--- src/rtl/pipe_stage_chain.sv ---
// rtl/pipe_stage_chain.sv - elastic valid/ready register chain with stall and flush
module pipe_stage_chain #(
    parameter int                 WIDTH     = 32,
    parameter int                 STAGES    = 1,
    parameter logic [WIDTH-1:0]   RESET_VAL = '0
) (
    input  logic                          clk,
    input  logic                          rst,
    input  logic                          flush,
    input  logic                          stall,
    input  logic                          in_valid,
    output logic                          in_ready,
    input  logic [WIDTH-1:0]              in_data,
    output logic                          out_valid,
    input  logic                          out_ready,
    output logic [WIDTH-1:0]              out_data,
    output logic [$clog2(STAGES+1)-1:0]   occupancy
);

    localparam int OW = $clog2(STAGES + 1);

    generate
        if (STAGES < 1) begin : g_bad_stages
            $error("pipe_stage_chain: STAGES must be >= 1");
        end
    endgenerate

    logic [STAGES-1:0] v;
    logic [WIDTH-1:0]  d     [STAGES];
    logic [STAGES-1:0] r;
    logic [STAGES-1:0] up_v;
    logic [WIDTH-1:0]  up_d  [STAGES];
    logic              go;
    logic              tail_full;

    assign go = !stall && !flush && !rst;

    // A slot may advance when any slot at or below it is empty, or the sink takes the tail.
    always_comb begin
        r         = '0;
        tail_full = 1'b1;
        for (int i = STAGES - 1; i >= 0; i--) begin
            tail_full = tail_full & v[i];
            r[i]      = !tail_full || out_ready;
        end
    end

    always_comb begin
        up_v[0] = in_valid;
        up_d[0] = in_data;
        for (int i = 1; i < STAGES; i++) begin
            up_v[i] = v[i-1];
            up_d[i] = d[i-1];
        end
    end

    always_ff @(posedge clk or posedge rst) begin
        if (rst) begin
            v <= '0;
            for (int i = 0; i < STAGES; i++) begin
                d[i] <= RESET_VAL;
            end
        end else if (flush) begin
            v <= '0;
        end else if (!stall) begin
            for (int i = 0; i < STAGES; i++) begin
                if (r[i]) begin
                    v[i] <= up_v[i];
                    if (up_v[i]) begin
                        d[i] <= up_d[i];
                    end
                end
            end
        end
    end

    always_comb begin
        occupancy = '0;
        for (int i = 0; i < STAGES; i++) begin
            occupancy = occupancy + OW'(v[i]);
        end
    end

    assign in_ready  = r[0] && go;
    assign out_valid = v[STAGES-1] && go;
    assign out_data  = d[STAGES-1];

endmodule
--- config.mk ---
export PLATFORM = sky130hd
export DESIGN_NAME = pipe_stage_chain
export DESIGN_NICKNAME = d
export VERILOG_FILES = /design/src/rtl/pipe_stage_chain.sv
export SDC_FILE = /design/constraint.sdc
export NUM_CORES = 1
export LEC_CHECK = 0
export ABC_AREA = 1
export CAP_MARGIN = 20
export CORE_ASPECT_RATIO = 1.1
export CORE_MARGIN = 4
export CORE_UTILIZATION = 42
export DETAILED_ROUTE_END_ITERATION = 6
export PLACE_DENSITY = 0.88
export SETUP_SLACK_MARGIN = 0.1
export SYNTH_ARGS = -nofsm -noshare
export SYNTH_HDL_FRONTEND = slang
export SYNTH_SLANG_ARGS = --single-unit
--- constraint.sdc ---
create_clock -name clk -period 2.5 [get_ports clk]
set_clock_uncertainty 0.1 [all_clocks]
set_input_delay 0.25 -clock clk [delete_from_list [all_inputs] [get_ports clk]]
set_output_delay 0.25 -clock clk [all_outputs]
set_load 0.01 [all_outputs]
==> results.rst, run 1 <==
.. list-table::
   :header-rows: 1

   * - Metric
     - Value
   * - Outcome
     - completed
   * - Placement Cell Area
     - 2130 um^2
   * - Floorplan core area
     - 3130 um^2
   * - CP Cell Sequence
     - clkdlybuf4s50_1 > nor2_4 > nand2_1 > a21oi_1 > clkdlybuf4s50_1
   * - DP Wirelength
     - 2810 um
   * - Number of instances in the synthesized netlist
     - 153
   * - Minimum clock period after layout
     - 1.96 ns
   * - WS Path Type
     - primary input to output port
   * - Number of register bits inferred by synthesis
     - 33
   * - Total Die Area
     - 4340 um^2
   * - Achievable Freq
     - 511 MHz
   * - Buffers on Ports
     - 72
   * - Relative contribution of sequential cells to total power
     - 48.0%
   * - Highest fanout seen on the critical path
     - 2
   * - Cell repeated most along the worst path
     - sky130_fd_sc_hd__clkdlybuf4s50_1
   * - Worst flop-to-flop path endpoint
     - out_data[6]$_DFFE_PP0P_
   * - Transition time at the pin with the least slew margin
     - 0.528 ns
   * - Net Sw Frac
     - 28.5%
   * - Worst-case register-to-register setup slack
     - 1.10 ns
   * - Peak ir drop on the vdd network
     - 0.358 mV
   * - Primary FF master, synth
     - sky130_fd_sc_hd__dfrtp_1
   * - Endpoints failing setup
     - 0
   * - Number of detailed-route iterations in the first pass
     - 4
   * - Area Growth Syn to Fin
     - 55.7%
   * - Share of total power in combinational logic
     - 30.5%
   * - Resize count post-CTS
     - 0
   * - H-Tree Level Count
     - 2
   * - Vias in the first global route
     - 1,327
   * - Wire length of the first global-routing pass
     - 6200 um
   * - Max-cap violations
     - 0
   * - Mapped Avg Cell Area
     - 9.18 um^2
   * - Final instance area
     - 2190 um^2
   * - Final Hold Viols
     - 0
   * - Clock insertion delay at the later pin of the skew report
     - 0.33 ns
   * - Cell row count
     - 21
   * - Dominant cell by count in the synthesized netlist
     - sky130_fd_sc_hd__nand2_1
   * - Proportion of netlist area held by the largest area contributor
     - 58.8%
   * - Largest area contributor in the netlist
     - sky130_fd_sc_hd__dfrtp_1
   * - Power per unit of standard cell area
     - 644 nW/um^2
   * - Via density per instance
     - 5.14
   * - Setup repair after global routing missed its margin
     - false
   * - Critical path endpoint category
     - output port
   * - Die extent in x
     - 63.2 um
   * - Number of post-CTS setup repair buffers
     - 0
   * - Type of element launching the critical path
     - primary input
   * - Number of buffers inserted for hold repair after clock tree synthesis
     - 0
   * - Residual DRC
     - 0
   * - Clk sinks
     - 33
   * - Part of the cycle the worst path needs
     - 78.2%
   * - Portion of the post-synthesis area used by sequential elements
     - 58.8%
   * - Count of flip-flops with a built-in enable after synthesis
     - 0
   * - Clock buffer depth
     - 2
   * - Depth of the critical timing path with buffers and inverters included
     - 5
   * - Aggregate global-route resource usage
     - 18.9%
   * - Overflow left after global routing
     - 0
   * - Commonest cells in the synthesized netlist
     - sky130_fd_sc_hd__nand2_1 (66), sky130_fd_sc_hd__dfrtp_1 (33), sky130_fd_sc_hd__nand4_1 (32)
   * - Number of buffers and inverters on the critical path
     - 2
   * - Biggest area contributors in the synthesized netlist
     - sky130_fd_sc_hd__dfrtp_1 (59%), sky130_fd_sc_hd__nand2_1 (18%), sky130_fd_sc_hd__nand4_1 (14%)
   * - Critical path arrival
     - 1.61 ns
   * - Top-Level Pins
     - 73
   * - Critical-path top delay cell
     - sky130_fd_sc_hd__clkdlybuf4s50_1
   * - Starting DRC count in detailed routing
     - 59
   * - CTS buffer count
     - 5
   * - Net total in the final layout
     - 262
   * - DRT antenna net count
     - 0
   * - Clock tree from TritonCTS
     - done
   * - Clock root cell
     - sky130_fd_sc_hd__clkbuf_4
   * - Overall via count from detail_route
     - 1,325
   * - Synthesized cell area
     - 1410 um^2
   * - Yosys warning total
     - 0
   * - Critical path required time
     - 2.15 ns
   * - GPL Wtd Cong
     - 0.668
   * - Filler Cells Inserted
     - 256
   * - Worst min-delay path class
     - primary input to async pin
   * - Share of synthesized registers carrying an async set or reset
     - 100%
   * - Beginning of the worst register-to-register path
     - tail_full$_DFFE_PP0P_
   * - Initial antenna violation count
     - 0
   * - Fraction of final layout cells sized beyond drive strength 1
     - 5.80%
   * - Slowest Stage Delay on Critical Path
     - 0.56 ns
   * - Vert. Die Dim
     - 68.7 um
   * - Overall Power
     - 1.41 mW
   * - Syn Nets
     - 191
   * - Cell internal pwr
     - 1.01 mW
   * - Clock slew at reported path FFs
     - 0.09 ns
   * - Part of the power in the clock network
     - 21.5%
   * - Switch Pwr
     - 0.402 mW
   * - LEAKAGE
     - 1.04 nW
   * - Depth of the worst register-to-register path
     - 4
   * - Largest net degree at the start of global routing
     - 34
   * - Relative slew slack
     - 64.7%
   * - DR WL/cell
     - 14.8 um
   * - Starting utilization of the core area
     - 44.9%
   * - Final wirelength
     - 3820 um
   * - Top Family by Delay on Critical Path
     - buffers and inverters
   * - Count of inserted antenna diode cells
     - 0
   * - Post-synth cell types
     - 12
   * - Setup Total Neg Slack
     - 0 ns
   * - Total count of max-transition violations in the final report
     - 0
area by class of cell:
| class | count | area [um^2] | share of cell area [%] |
|---|---|---|---|
| multi-input combinational | 104 | 495 | 22.6 |
| clock buffer | 7 | 55.1 | 2.52 |
| timing repair buffer | 77 | 758 | 34.6 |
| tap | 34 | 42.5 | 1.94 |
| inverter | 3 | 11.3 | 0.515 |
| sequential | 33 | 826 | 37.7 |
kinds of logic after synthesis:
kind of cell	Yosys count	share of synthesized area, %
flip-flops	33	58.8
AO/OA/AOI/OAI	3	1.07
AND/OR/NAND/NOR	101	34.2
buffers and inverters	16	5.97
state kept, by name (all words and copies together), names as in the netlist:
name	count
out_data	32
tail_full	1
layer usage:
layer | part of all wire, % | routed length [um] | vias to the layer above | GRT usage (%)
li1 | - | - | 661 | -
met1 | 39 | 1510 | 612 | 20.1
met2 | 52 | 2000 | 47 | 35.0
met3 | 7.0 | 269 | 5 | 7.46
met4 | 1.2 | 44 | 0 | 5.79
met5 | 0 | 0 | - | 0
power by group through the flow:
| stage | Clock, mW | Combinational, mW | Sequential (mW) |
|---|---|---|---|
| finish | 0.303 | 0.430 | 0.677 |
| global route | 0.336 | 0.469 | 0.691 |
| CTS | 0.311 | 0.438 | 0.678 |
| detailed placement | 0 | 0.437 | 0.687 |
| global placement | 0 | 0.426 | 0.684 |
| floorplan | 0 | 0.114 | 0.728 |
how the worst max path moves through the flow:
stage,end,startpoint,slack [ns]
detailed placement,out_data[6]$_DFFE_PP0P_,flush,0.49
CTS,in_ready,flush,0.53
floorplan,in_ready,rst,0.80
global route,in_ready,flush,0.48
finish,in_ready,flush,0.54
global placement,out_data[16]$_DFFE_PP0P_,flush,0.54
cell usage in the layout (no fill, tap or decap):
cell type                         count
sky130_fd_sc_hd__nand3_4              1
sky130_fd_sc_hd__nor2_4               1
sky130_fd_sc_hd__clkbuf_1             1
sky130_fd_sc_hd__clkdlybuf4s50_1     72
sky130_fd_sc_hd__clkbuf_4             5
sky130_fd_sc_hd__inv_1                3
sky130_fd_sc_hd__buf_4                5
sky130_fd_sc_hd__o21ai_0              2
sky130_fd_sc_hd__dfrtp_1             33
sky130_fd_sc_hd__nor2_1               1
sky130_fd_sc_hd__clkbuf_8             1
sky130_fd_sc_hd__nand4_1             32
sky130_fd_sc_hd__nand2_1             66
sky130_fd_sc_hd__a21oi_1              1
worst register-to-register path: stages, from the launching register on:
cell and delay, ns:
sky130_fd_sc_hd__dfrtp_1 0.44, sky130_fd_sc_hd__nand2_1 0.19, sky130_fd_sc_hd__nand3_4 0.34, sky130_fd_sc_hd__nand2_1 0.17
sky130_fd_sc_hd__nand2_1 0.06
through the flow:
step / instances / hold slack, ns / setup WS [ns] / utilization (%)
final: 258 / 0.296 / 0.545 / 70.0
after global routing: 258 / 0.332 / 0.477 / 70.0
after detailed placement: 251 / 0.359 / 0.493 / 68.2
after CTS: 258 / 0.303 / 0.533 / 70.0
after global placement: 251 / 0.353 / 0.541 / 68.2
after floorplan: 153 / 0.258 / 0.800 / -
(Power assumes the default switching activity.)
==> run 2: changes to the inputs <==
CORE_UTILIZATION = 35   (was 42)
PLACE_DENSITY = 0.79   (was 0.88)
clock period = 1.61 ns   (was 2.5 ns; I/O delays follow)
==> run 2 against run 1 <==
  * Flip-flop and latch count unchanged
  * Largest cell class unchanged
  * Core utilization down 8.5 points
  * Global-route usage down 2.5 points
  * Total power up 79%
  * Cell count grew 7.8%
  * Sequential share of layout area shrank 2.1 points
  * Critical endpoint is now out_valid
  * Final area is 6.0% higher
  * Count of clock-buffer cells in the layout is the same
  * Largest power group unchanged
  * Worst setup slack worse by 0.40 ns
==> results.rst, run 2 (same netlist as run 1, synthesis figures left out) <==
.. list-table::
   :header-rows: 1

   * - Metric
     - Value
   * - Critical path required time
     - 1.35 ns
   * - Net total in the final layout
     - 265
   * - Cell row count
     - 23
   * - Final wirelength
     - 3960 um
   * - Critical path endpoint category
     - output port
   * - Top layer reached by signal wires
     - met4
   * - Largest net degree at the start of global routing
     - 35
   * - Switch Pwr
     - 0.661 mW
   * - Transition time at the pin with the least slew margin
     - 0.411 ns
   * - Die extent in x
     - 68.4 um
   * - Relative contribution of sequential cells to total power
     - 41.6%
   * - Flip-flop count of the largest register after layout
     - 32
   * - DR WL/cell
     - 14.2 um
   * - Final hold slack
     - 0.273 ns
   * - End of the critical path
     - out_valid
   * - Final Hold Viols
     - 0
   * - Total placed cells including tap cells
     - 269
   * - Setup repair after global routing missed its margin
     - false
   * - Clk sinks
     - 33
   * - Final standard cell count with taps included and fillers excluded
     - 278
   * - Number of post-CTS setup repair buffers
     - 0
   * - Net Sw Frac
     - 26.1%
   * - Via density per instance
     - 4.82
   * - Worst flop-to-flop path endpoint
     - out_data[4]$_DFFE_PP0P_
   * - LEAKAGE
     - 1.11 nW
   * - Vias in the first global route
     - 1,314
   * - Total count of max-transition violations in the final report
     - 0
   * - WS Path Type
     - primary input to output port
   * - Relative slew slack
     - 72.6%
   * - Leading cell type in the layout, fill and taps excluded
     - sky130_fd_sc_hd__clkdlybuf4s50_1
   * - Critical path arrival
     - 1.20 ns
   * - Peak ir drop on the vdd network
     - 0.589 mV
   * - Minimum clock period after layout
     - 1.46 ns
   * - Power per unit of standard cell area
     - 1090 nW/um^2
   * - Starting DRC count in detailed routing
     - 80
   * - Overflow left after global routing
     - 0
   * - Wl on met1
     - 1660 um
   * - Cell internal pwr
     - 1.87 mW
   * - Met2 WL
     - 2020 um
   * - Max-cap violations
     - 0
   * - Starting utilization of the core area
     - 37.3%
   * - Initial antenna violation count
     - 0
   * - Buffers on Ports
     - 72
   * - Worst-case register-to-register setup slack
     - 0.29 ns
   * - Residual DRC
     - 0
   * - Most frequent cells in the layout
     - sky130_fd_sc_hd__clkdlybuf4s50_1 (67), sky130_fd_sc_hd__nand2_1 (66), sky130_fd_sc_hd__dfrtp_1 (33)
   * - Setup Total Neg Slack
     - 0 ns
   * - Achievable Freq
     - 683 MHz
   * - Overall via count from detail_route
     - 1,339
   * - Number of detailed-route iterations in the first pass
     - 4
   * - Part of the cycle the worst path needs
     - 91.0%
   * - Endpoints failing setup
     - 0
   * - DP Wirelength
     - 2670 um
   * - Part of the power in the clock network
     - 31.6%
   * - Vert. Die Dim
     - 74.5 um
   * - Launching instance or port of the critical path
     - rst
   * - DRT antenna net count
     - 0
   * - Wire length of the first global-routing pass
     - 6140 um
   * - Floorplan core area
     - 3770 um^2
   * - Top-Level Pins
     - 73
   * - Type of element launching the critical path
     - primary input
   * - Total Die Area
     - 5090 um^2
   * - Area Growth Syn to Fin
     - 65.1%
   * - Clock tree from TritonCTS
     - done
   * - Outcome
     - completed
   * - GPL Wtd Cong
     - 0.695
   * - Worst min-delay path class
     - primary input to async pin
   * - H-Tree Level Count
     - 2
   * - Clock insertion delay at the later pin of the skew report
     - 0.28 ns
   * - CTS buffer count
     - 5
   * - Beginning of the worst register-to-register path
     - tail_full$_DFFE_PP0P_
   * - Count of inserted antenna diode cells
     - 0
   * - Detailed-routed wire length on met3
     - 242 um
   * - Highest fanout seen on the critical path
     - 2
   * - Final WS setup
     - 0.145 ns
   * - Aggregate global-route resource usage
     - 16.4%
   * - Clock root cell
     - sky130_fd_sc_hd__clkbuf_8
   * - Worst slack at placement
     - -0.311 ns
   * - Depth of the worst register-to-register path
     - 4
   * - Share of total power in combinational logic
     - 26.9%
   * - Clock buffer depth
     - 2
   * - Clock slew at reported path FFs
     - 0.07 ns
   * - Fraction of final layout cells sized beyond drive strength 1
     - 8.33%
[run 2: critical path, cell delays in order]
cell and delay [ns]:
sky130_fd_sc_hd__clkdlybuf4s50_1 0.50, sky130_fd_sc_hd__clkinvlp_4 0.12, sky130_fd_sc_hd__nand2_1 0.10, sky130_fd_sc_hd__nor2_1 0.04, sky130_fd_sc_hd__dlygate4sd2_1 0.27
[run 2: worst min path at each step]
stage          slack [ns]                        to                      from
2_1_floorplan     -0.0002   out_data[0]$_DFFE_PP0P_                       rst
3_3_place_gp         0.35  out_data[31]$_DFFE_PP0P_  out_data[31]$_DFFE_PP0P_
3_5_place_dp         0.36   out_data[2]$_DFFE_PP0P_   out_data[2]$_DFFE_PP0P_
4_1_cts              0.29  out_data[12]$_DFFE_PP0P_                       rst
5_1_grt              0.32   out_data[3]$_DFFE_PP0P_                       rst
6_report             0.27  out_data[26]$_DFFE_PP0P_                       rst
[run 2: repair_timing]
action,4_1_cts,5_1_grt
gates cloned,1,0
resized for setup,4,5
pin swaps,1,0
setup endpoints to repair,36,36
hold buffers,0,0
[run 2: final cells by class]
cell class / instances / area, um^2
fillers: 329 / 1450
flip-flops and latches: 33 / 826
repair buffers: 79 / 787
multi-input cells: 105 / 513
clock buffers: 7 / 86.3
well taps: 50 / 62.6
clock inverters: 1 / 30.0
inverters: 3 / 15.0
[run 2: stage by stage]
stage	total power, mW	utilization (%)	instance area, um^2
3_3_place_gp	1.73	57.9	2180
4_1_cts	2.57	61.4	2310
2_1_floorplan	1.31	-	1410
6_report	2.53	61.5	2320
5_1_grt	2.67	61.5	2320
3_5_place_dp	1.75	57.9	2180
[run 2: power groups by stage]
stage	Clock [mW]	Sequential [mW]	Combinational, mW
global placement	0	1.07	0.669
finish	0.799	1.05	0.680
global route	0.855	1.07	0.739
CTS	0.818	1.05	0.694
detailed placement	0	1.07	0.687
floorplan	0	1.13	0.177
[run 2: per-layer routing]
layer	vias up	GRT usage (%)
li1	665	-
met1	622	19.8
met2	48	27.6
met3	4	4.68
met4	0	5.96
met5	-	0
==> run 3: changes to the inputs <==
CORE_MARGIN = default   (was 4)
==> run 3 against run 2 <==
  * Core utilization fell by 0.46 points
  * Worst hold slack improved by 0.024 ns
  * Final area fell by 1.5%
  * Largest power group unchanged
==> results.rst, run 3 (same netlist as run 1, synthesis figures left out) <==
.. list-table::
   :header-rows: 1

   * - Metric
     - Value
   * - Outcome
     - completed
   * - Critical path arrival
     - 1.18 ns
   * - Starting utilization of the core area
     - 37.6%
   * - Clock insertion delay at the later pin of the skew report
     - 0.27 ns
   * - Buffers on Ports
     - 72
   * - LEAKAGE
     - 1.08 nW
   * - Part of the cycle the worst path needs
     - 89.7%
   * - Top Family by Delay on Critical Path
     - buffers and inverters
   * - Final Hold Viols
     - 0
   * - Sequential Area
     - 826 um^2
   * - Die extent in x
     - 62.4 um
   * - Number of detailed-route iterations in the first pass
     - 4
   * - Vert. Die Dim
     - 68.5 um
   * - Critical path endpoint category
     - output port
   * - Initial antenna violation count
     - 0
   * - GPL Wtd Cong
     - 0.744
   * - WS Path Type
     - flip-flop to output port
   * - Clock slew at reported path FFs
     - 0.07 ns
   * - Worst-case register-to-register setup slack
     - 0.20 ns
   * - Starting DRC count in detailed routing
     - 44
   * - Clk sinks
     - 33
   * - CTS buffer count
     - 5
   * - Area Growth Syn to Fin
     - 62.6%
   * - Via density per instance
     - 4.83
   * - Cell row count
     - 23
   * - Floorplan core area
     - 3740 um^2
   * - Critical path required time
     - 1.35 ns
   * - DR WL/cell
     - 12.8 um
   * - Endpoints failing setup
     - 0
   * - Clock root cell
     - sky130_fd_sc_hd__clkbuf_8
   * - Final wirelength
     - 3590 um
   * - Leading cell type in the layout, fill and taps excluded
     - sky130_fd_sc_hd__clkdlybuf4s50_1
   * - Area of the multi-input gates
     - 498 um^2
   * - Residual DRC
     - 0
   * - Peak ir drop on the vdd network
     - 0.491 mV
   * - Total count of max-transition violations in the final report
     - 0
   * - Critical-path top delay cell
     - sky130_fd_sc_hd__clkdlybuf4s50_1
   * - Aggregate global-route resource usage
     - 18.0%
   * - Final WS setup
     - 0.167 ns
   * - Power per unit of standard cell area
     - 1010 nW/um^2
   * - Filler Cells Inserted
     - 341
   * - Number of buffers and inverters on the critical path
     - 1
   * - Wire length of the first global-routing pass
     - 5880 um
   * - Most frequent cells in the layout
     - sky130_fd_sc_hd__clkdlybuf4s50_1 (69), sky130_fd_sc_hd__nand2_1 (65), sky130_fd_sc_hd__dfrtp_1 (33)
   * - DP Wirelength
     - 2540 um
   * - Net total in the final layout
     - 267
   * - Vias in the first global route
     - 1,266
   * - Minimum clock period after layout
     - 1.44 ns
   * - Achievable Freq
     - 693 MHz
   * - Clock buffer depth
     - 2
   * - Flip-flop count of the largest register after layout
     - 32
   * - Number of buffers inserted for hold repair after clock tree synthesis
     - 0
   * - Worst min-delay path class
     - primary input to async pin
   * - Highest fanout seen on the critical path
     - 2
   * - CP Cell Sequence
     - clkdlybuf4s50_1
   * - Transition time at the pin with the least slew margin
     - 0.417 ns
   * - Overflow left after global routing
     - 0
   * - Slowest Stage Delay on Critical Path
     - 0.55 ns
   * - H-Tree Level Count
     - 2
   * - Count of inserted antenna diode cells
     - 0
   * - Top-Level Pins
     - 73
   * - Largest net degree at the start of global routing
     - 34
   * - Worst slack at placement
     - -0.166 ns
   * - Total Die Area
     - 4270 um^2
   * - Relative slew slack
     - 72.2%
   * - Setup Total Neg Slack
     - 0 ns
   * - Clock tree from TritonCTS
     - done
   * - DRT antenna net count
     - 0
   * - Setup repair after global routing missed its margin
     - false
   * - Type of element launching the critical path
     - flip-flop
   * - Overall via count from detail_route
     - 1,352
   * - Max-cap violations
     - 0
   * - Fraction of final layout cells sized beyond drive strength 1
     - 10.0%
-- run 3: path summary, 6_finish.rpt --
| path | startpoint | to | cells past startpoint |
|---|---|---|---|
| hold / removal | rst | out_data[18]$_DFFE_PP0P_ | 3 |
| hold reg to reg | out_data[4]$_DFFE_PP0P_ | out_data[4]$_DFFE_PP0P_ | 2 |
| min in group clk | in_data[31] | out_data[31]$_DFFE_PP0P_ | 3 |
| setup / recovery | out_data[22]$_DFFE_PP0P_ | out_data[22] | 1 |
| max in group asynchronous | rst | out_data[13]$_DFFE_PP0P_ | 3 |
| setup reg to reg | tail_full$_DFFE_PP0P_ | out_data[5]$_DFFE_PP0P_ | 7 |
-- run 3: final cells by class --
class / instances / share of cell area [%]
Clock buffer: 6 / 3.18
Timing Repair Buffer: 82 / 35.0
Clock inverter: 2 / 0.438
Sequential cell: 33 / 36.1
Multi-Input combinational cell: 104 / 21.8
Tap cell: 50 / 2.74
Inverter: 3 / 0.657
-- run 3: where the power goes --
| group | switching, mW | total, mW | internal, mW |
|---|---|---|---|
| combinational | 0.281 | 0.679 | 0.398 |
| sequential | 0.0786 | 1.05 | 0.973 |
| clock | 0.287 | 0.586 | 0.299 |
-- run 3: repair_timing --
| item | CTS | global route |
|---|---|---|
| setup endpoints to repair | 3 | 28 |
| resized for setup | 3 | 6 |
| setup buffers | 2 | 0 |
| endpoints found under the hold margin | 0 | 0 |
-- run 3: per-layer routing --
metal	track usage [%]	vias to the layer above	wire (um)
li1	-	666	-
met1	22.9	638	1550
met2	30.3	44	1810
met3	5.33	4	207
met4	4.36	0	27
met5	0	-	0
-- run 3: through the flow --
stage | cell area, um^2 | util (%) | std cells | power [mW] | hold slack (ns)
global placement | 2190 | 58.6 | 270 | 1.73 | 0.353
global route | 2280 | 61.1 | 280 | 2.45 | 0.345
detailed placement | 2190 | 58.6 | 270 | 1.75 | 0.360
finish | 2280 | 61.1 | 280 | 2.32 | 0.298
floorplan | 1410 | - | 153 | 1.31 | -0.000229
CTS | 2290 | 61.1 | 280 | 2.34 | 0.313
